--- src/rtl/vscale_wb_stage.sv ---
// Writeback stage: registers the EX result, waits out load responses, extracts load data
// and drives the register-file write port and WB bypass. VSCALE_WB_MISALIGN_CHECK_EN adds wb_misaligned.
module vscale_wb_stage #(
  parameter int unsigned XPR_LEN        = 32,
  parameter int unsigned REG_ADDR_WIDTH = 5
) (
  input  logic                      clk,
  input  logic                      reset,
  input  logic                      ex_valid,
  input  logic                      ex_kill,
  input  logic [XPR_LEN-1:0]        ex_alu_out,
  input  logic                      ex_wr_reg,
  input  logic [REG_ADDR_WIDTH-1:0] ex_rd,
  input  logic                      ex_is_load,
  input  logic [2:0]                ex_mem_type,
  input  logic [31:0]               dmem_rdata,
  input  logic                      dmem_wait,
  output logic                      stall_wb,
  output logic                      wb_wen,
  output logic [REG_ADDR_WIDTH-1:0] wb_waddr,
  output logic [XPR_LEN-1:0]        wb_wdata,
  output logic                      wb_bypass_valid,
`ifdef VSCALE_WB_MISALIGN_CHECK_EN
  output logic                      wb_misaligned,
`endif
  output logic [REG_ADDR_WIDTH-1:0] wb_rd
);

  localparam logic [1:0] IDLE      = 2'd0;
  localparam logic [1:0] ALU       = 2'd1;
  localparam logic [1:0] LOAD_WAIT = 2'd2;

  logic [1:0]                state_q, state_d;
  logic                      wr_reg_q;
  logic [REG_ADDR_WIDTH-1:0] rd_q;
  logic [XPR_LEN-1:0]        alu_q;
  logic [2:0]                mem_type_q;

  logic                      wb_valid;
  logic                      wb_is_load;
  logic                      misaligned;
  logic [1:0]                offset;
  logic [7:0]                byte_val;
  logic [15:0]               half_val;
  logic [XPR_LEN-1:0]        load_data;

  assign wb_valid   = (state_q != IDLE);
  assign wb_is_load = (state_q == LOAD_WAIT);
  assign offset     = alu_q[1:0];

`ifdef VSCALE_WB_MISALIGN_CHECK_EN
  always_comb begin
    misaligned = 1'b0;
    if (wb_is_load) begin
      unique case (mem_type_q[1:0])
        2'b00:   misaligned = 1'b0;
        2'b01:   misaligned = offset[0];
        default: misaligned = (offset != 2'b00);
      endcase
    end
  end
  assign wb_misaligned = misaligned;
`else
  assign misaligned = 1'b0;
`endif

  // A misaligned load retires immediately instead of waiting on memory.
  assign stall_wb = wb_valid & wb_is_load & dmem_wait & ~misaligned;

  always_comb begin
    state_d = IDLE;
    if (ex_valid && !ex_kill) begin
      state_d = ex_is_load ? LOAD_WAIT : ALU;
    end
  end

  always_ff @(posedge clk) begin
    if (reset) begin
      state_q    <= IDLE;
      wr_reg_q   <= 1'b0;
      rd_q       <= '0;
      alu_q      <= '0;
      mem_type_q <= 3'b000;
    end else if (!stall_wb) begin
      state_q    <= state_d;
      wr_reg_q   <= ex_wr_reg;
      rd_q       <= ex_rd;
      alu_q      <= ex_alu_out;
      mem_type_q <= ex_mem_type;
    end
  end

  always_comb begin
    unique case (offset)
      2'd0:    byte_val = dmem_rdata[7:0];
      2'd1:    byte_val = dmem_rdata[15:8];
      2'd2:    byte_val = dmem_rdata[23:16];
      default: byte_val = dmem_rdata[31:24];
    endcase
    half_val = offset[1] ? dmem_rdata[31:16] : dmem_rdata[15:0];
    // mem_type_q[2] selects zero extension.
    unique case (mem_type_q[1:0])
      2'b00:   load_data = {{(XPR_LEN-8){~mem_type_q[2] & byte_val[7]}}, byte_val};
      2'b01:   load_data = {{(XPR_LEN-16){~mem_type_q[2] & half_val[15]}}, half_val};
      default: load_data = XPR_LEN'(dmem_rdata);
    endcase
  end

  assign wb_wdata        = wb_is_load ? load_data : alu_q;
  assign wb_bypass_valid = wb_valid & wr_reg_q & ~stall_wb & ~misaligned;
  assign wb_wen          = wb_bypass_valid & (rd_q != '0);
  assign wb_waddr        = rd_q;
  assign wb_rd           = rd_q;

endmodule
--- config.mk ---
export PLATFORM = sky130hd
export DESIGN_NAME = vscale_wb_stage
export DESIGN_NICKNAME = d
export VERILOG_FILES = /design/src/rtl/vscale_wb_stage.sv
export SDC_FILE = /design/constraint.sdc
export NUM_CORES = 1
export LEC_CHECK = 0
export CORE_UTILIZATION = 35
export CTS_BUF_LIST = sky130_fd_sc_hd__clkbuf_4
export DETAILED_ROUTE_END_ITERATION = 10
export GPL_TIMING_DRIVEN = 0
export HOLD_SLACK_MARGIN = 0.03
export PLACE_DENSITY = 0.72
export SLEW_MARGIN = 40
export SYNTH_ARGS = -nofsm -noshare
export SYNTH_HDL_FRONTEND = slang
export SYNTH_SLANG_ARGS = --single-unit
--- constraint.sdc ---
create_clock -name clk -period 2.4 [get_ports clk]
set_input_delay 0.48 -clock clk [delete_from_list [all_inputs] [get_ports clk]]
set_output_delay 0.48 -clock clk [all_outputs]
set_load 0.02 [all_outputs]
* Word level (Yosys, flattened, before mapping)
Index checks and enable logic that the tools add are counted.
** Operators by class
- Eq/ne operators :: 4
- Mux-type cells :: 6
- Bitwise logic cells :: 9
- Reduce and logical (&&, ||, !) cells :: 6
** Operator list (number)
- case mux 32 bit (2 select lines) :: 1
- two-way mux 32 bit :: 1
- case mux 8 bit (3 select lines) :: 1
- two-way mux 16 bit :: 1
- AND 1 bit :: 7
- nonzero test 5 bit :: 1
- == test 2 x 1 -> 1 bit, second input constant :: 2
- == test 2 bit, second input constant :: 2
- logical NOT 2 bit :: 2
- two-way mux 2 bit :: 2
- NOT 1 bit :: 2
- nonzero test 2 bit :: 1
- logical AND 1 bit :: 1
- logical NOT 1 bit :: 1
** Storage, ports and cells
- Register bits :: 43
- Bits of input ports :: 79

* Longest topological paths before layout
- Word-level depth :: 6
- Gate-level depth with buffers :: 6
- Mapped depth without buffers :: 5

* Least setup slack after synthesis
No wires, ideal clock.
- Kind :: reg-to-output
- From :: register mem_type_q[0]
- To :: output port wb_wdata[5]
- Data arrival time :: 1.551 ns
- Data required time :: 1.920 ns
- Setup slack :: 0.369 ns
- Stages on the path, launching flop included :: 6
- Path buffers :: 1
- Cells stage by stage :: dfxtp_1 clkbuf_2 nand2b_1 a21oi_2 o22ai_1 o31ai_1
** Between the ends
- Word-level cells in the longest chain between the ends :: 3
- Elaborated cells between the ends (all ways) :: 4
- Classes of those cells :: eq/ne: 1; mux: 2; reduce/logical: 1
** RTL lines
- start: declaration :: RTL line 37 : logic [2:0] mem_type_q;
- start signal: assignment :: RTL line 89 : mem_type_q <= ex_mem_type;
- == test 2 x 1 -> 1 bit / logical NOT 2 bit (equally long branches) :: RTL line 102 : unique case (mem_type_q[1:0])
- case mux 32 bit (2 select lines) (*) :: RTL line 102
- two-way mux 32 bit (*) :: RTL line 109 : assign wb_wdata = wb_is_load ? load_data : alu_q;
- end: declaration :: RTL line 21 : output logic [XPR_LEN-1:0] wb_wdata,
Mark *: on every way between the ends. The rest lies on a longest branch, timed or not.

* Worst setup path after layout
- From :: register alu_q[1]
- To :: output port wb_wdata[20]
** Between the ends
- Word-level cells in the longest chain between the ends :: 5
- Elaborated cells between the ends (all ways) :: 9
- Classes of those cells :: eq/ne: 2; mux: 4; bitwise: 2; reduce/logical: 1
** RTL lines
- start: declaration :: RTL line 36 : logic [XPR_LEN-1:0] alu_q;
- start signal: assignment :: RTL line 88 : alu_q <= ex_alu_out;
- == test 2 bit (tied with other cells) :: RTL line 94 : unique case (offset)
- case mux 8 bit (3 select lines) :: RTL line 94
- AND 1 bit :: RTL line 103 : 2'b00: load_data = {{(XPR_LEN-8){~mem_type_q[2] & byte_val[7]}}, byte_val};
- case mux 32 bit (2 select lines) (*) :: RTL line 102
- two-way mux 32 bit (*) :: RTL line 109
Marked as above.

==> impl_metrics.py <==
metrics = {
    "timing": {
        "slew_viol_final": 0,
        "worst_slack_ps": -57.4,
        "setup_viol": 19,
        "tightest_slew_ps": 566,
        "grt_setup_unrepaired": "true",
        "fmax_ghz": 0.407,
        "min_period_ps": 2460,
        "fin_skew_ps": 8.61,
        "hold_violations": 0,
        "maxSlewHeadroom_pct": 62.3,
        "period_share_pct": 102,
    },
    "critical_path": {
        "path_max_fanout": 5,
        "slowest_delay_ps": 530,
        "critPathCaptureType": "primary output",
        "crit_family": "multiplexers",
        "worst-path-buf-inv": 3,
        "cp.arrival_ps": 1980,
        "critical_path.slowest_cell": "mux4_2",
        "worstPathRequired_ps": 1920,
        "crit_chain": "mux4_2 > a21oi_4 > buf_12 > buf_8 > a21oi_2 > buf_4",
        "crit_type": "reg -> out",
        "startpoint_type": "register",
    },
    "yosys": {
        "synthFlopType": "dfxtp_1",
        "ys_ff_latch": 43,
        "yosysMostFrequentCell": "nand2_1",
        "synth_area_leaders": "dfxtp_1, nand2_1, a21oi_1, nor2_1, a22o_1",
        "synth-seq-area-share_pct": 35.6,
        "synth.cell_area_sq_um": 2420,
        "syn-instance-count": 353,
        "synth_top_area_cell": "dfxtp_1",
        "synthArstFlopShare_pct": 0,
        "post_synth.cell_area_avg_sq_um": 6.85,
        "yosysUniqueCellTypes": 37,
        "ys_top_cells_by_count": "nand2_1, a21oi_1, dfxtp_1",
        "synth_top_area_share_pct": 35.6,
        "yosysWarnings": 0,
        "synth_edf_count": 0,
        "synth_nets": 432,
    },
    "job": {
        "maxCapViolCount": 0,
    },
    "final_layout": {
        "num-fill-cells": 588,
        "drive_gt1_share_pct": 23.2,
        "layout.nets": 574,
        "post-route-util_pct": 62.8,
        "area_growth_pct": 68.6,
        "num_antenna_cells": 0,
        "fin_cells": 573,
    },
    "clocking": {
        "insertion_delay_ps": 370,
        "clkSinkCount": 43,
        "cts_buffers": 5,
        "hold_buffers": 0,
        "cts_root_buf": "clkbuf_4",
        "clkTransAtPathRegs_ps": 140,
        "clockBufferDepth": 2,
        "htreeDepth": 2,
        "cts_tree": "done",
    },
    "detailed_routing": {
        "totalWireLength_mm": 9.19,
        "detail-route-antenna-nets": 0,
        "drt_pass1_iterations": 4,
        "routedWlPerCell_um": 16.0,
        "vias": 3034,
        "via_per_inst": 5.29,
        "drt_iter0_markers": 236,
        "route.detailed.drc": 0,
    },
    "place": {
        "globalplace.congestion": 0.822,
        "dp_cells": 552,
        "place_hpwl_mm": 6.48,
        "io_buffers": 122,
    },
    "floorplanning": {
        "rows": 29,
        "die_w_um": 85.1,
        "die-area_sq_um": 7240,
        "core_sq_um": 6490,
        "num_io_pins": 124,
        "die_y_um": 85.1,
        "initial_core_util_pct": 37.2,
    },
    "global_route": {
        "antenna_found_initial": 0,
        "grt_pass1_wl_mm": 14.1,
        "grt_pass1_vias": 2885,
        "grt_usage_pct": 24.6,
        "grt_max_degree": 17,
        "grt-ovfl-total": 0,
    },
    "status": {
        "outcome": "complete, but fails checks",
        "violations": "setup timing",
    },
    "power": {
        "power.density_nw_per_um2": 437,
        "leakage_uw": 0.00167,
        "vdd_drop_max_mv": 0.233,
    },
    "hold_path": {
        "hp-class": "in -> reg",
    },
}
[flip-flops by register name, indices dropped and copies added (netlist names)]
name        count
wb_rd           5
alu_q          32
mem_type_q      3
wr_reg_q        1
state_q         2
[cell usage in the layout (no fill, tap or decap), types with 2 or more instances in the layout]
master / Yosys / routed
o21ai_1: 3 / 4
dlygate4sd2_1: 0 / 6
clkbuf_4: 0 / 8
mux4_2: 2 / 2
clkbuf_1: 16 / 10
nand2b_1: 4 / 3
dfxtp_1: 43 / 40
o21a_1: 3 / 3
or3_1: 8 / 7
buf_2: 7 / 14
mux2i_1: 2 / 2
buf_4: 5 / 19
buf_6: 1 / 22
nor2b_2: 0 / 2
nand2_1: 107 / 106
a22o_1: 8 / 8
clkbuf_2: 1 / 5
o221ai_1: 4 / 3
nor3_1: 2 / 2
a21oi_2: 2 / 21
a21oi_1: 71 / 48
nor2b_1: 5 / 2
a22oi_1: 8 / 8
o21ai_0: 3 / 2
dfxtp_2: 0 / 2
nor2_1: 30 / 30
a21oi_4: 1 / 5
clkdlybuf4s50_1: 0 / 84
buf_8: 0 / 2
a31oi_1: 2 / 2
[per-stage QoR]
| stage | worst slack, ps | setup TNS, ps | cell area [sq um] | hold WS, ps | total power (uW) |
|---|---|---|---|---|---|
| detailed placement | -714 | -17530 | 3730 | 446 | 1360 |
| finish | -57.4 | -612 | 4080 | 433 | 1780 |
| floorplan | 369 | 0 | 2420 | 432 | 1060 |
| global placement | -717 | -17610 | 3730 | 439 | 1360 |
| global route | -132 | -2150 | 4080 | 455 | 1870 |
| CTS | -62.9 | -565 | 3950 | 439 | 1750 |
[timing repair]
item                                    in CTS  in global routing
endpoints found under the setup margin      34                 33
pin swaps                                    3                  4
buffers inserted                             6                  8
gates resized for setup                    189                 50
cloned                                       1                  0
[power by group]
| group | switching [uW] | internal (uW) | leakage (uW) |
|---|---|---|---|
| logic | 303 | 314 | 0.00128 |
| clock network | 253 | 125 | 0.0000317 |
| registers | 29.5 | 756 | 0.000359 |
[layout make-up]
cell class,count,area (sq um),area share [%]
clock inverter,2,12.5,0.307
timing repair buffer,137,1320,32.4
tap,77,96.3,2.36
sequential,43,867,21.3
multi-input combinational,275,1550,37.9
clock buffer,6,45.0,1.10
inverter,3,13.8,0.338
buffer,30,175,4.30
[path summary, 6_finish.rpt]
path	end	startpoint	slack (ps)	depth (start not counted)
setup / recovery	wb_wdata[20]	alu_q[1]	-60	6
hold / removal	alu_q[11]	reset	430	2
setup reg to reg	alu_q[8]	state_q[1]	810	5
hold reg to reg	alu_q[27]	alu_q[27]	460	2
[kinds of logic (layout without fill, tap and decap cells)]
logic type             after synthesis  count (layout)  share of synthesized area (%)
flip-flops                          43              43                           35.6
AO/OA/AOI/OAI                      110             110                           27.2
AND/OR/NAND/NOR                    161             161                           27.5
buffers and inverters               35             178                           6.94
multiplexers                         4               4                           2.69
[per-layer routing]
layer / track usage, % / part of all wire, % / vias to the layer above
met5: 0 / 0 / -
met4: 6.78 / 1.3 / 0
met3: 4.96 / 9.0 / 12
met2: 40.5 / 47 / 139
met1: 32.9 / 43 / 1393
li1: - / - / 1490
(Power assumes the default switching activity.)
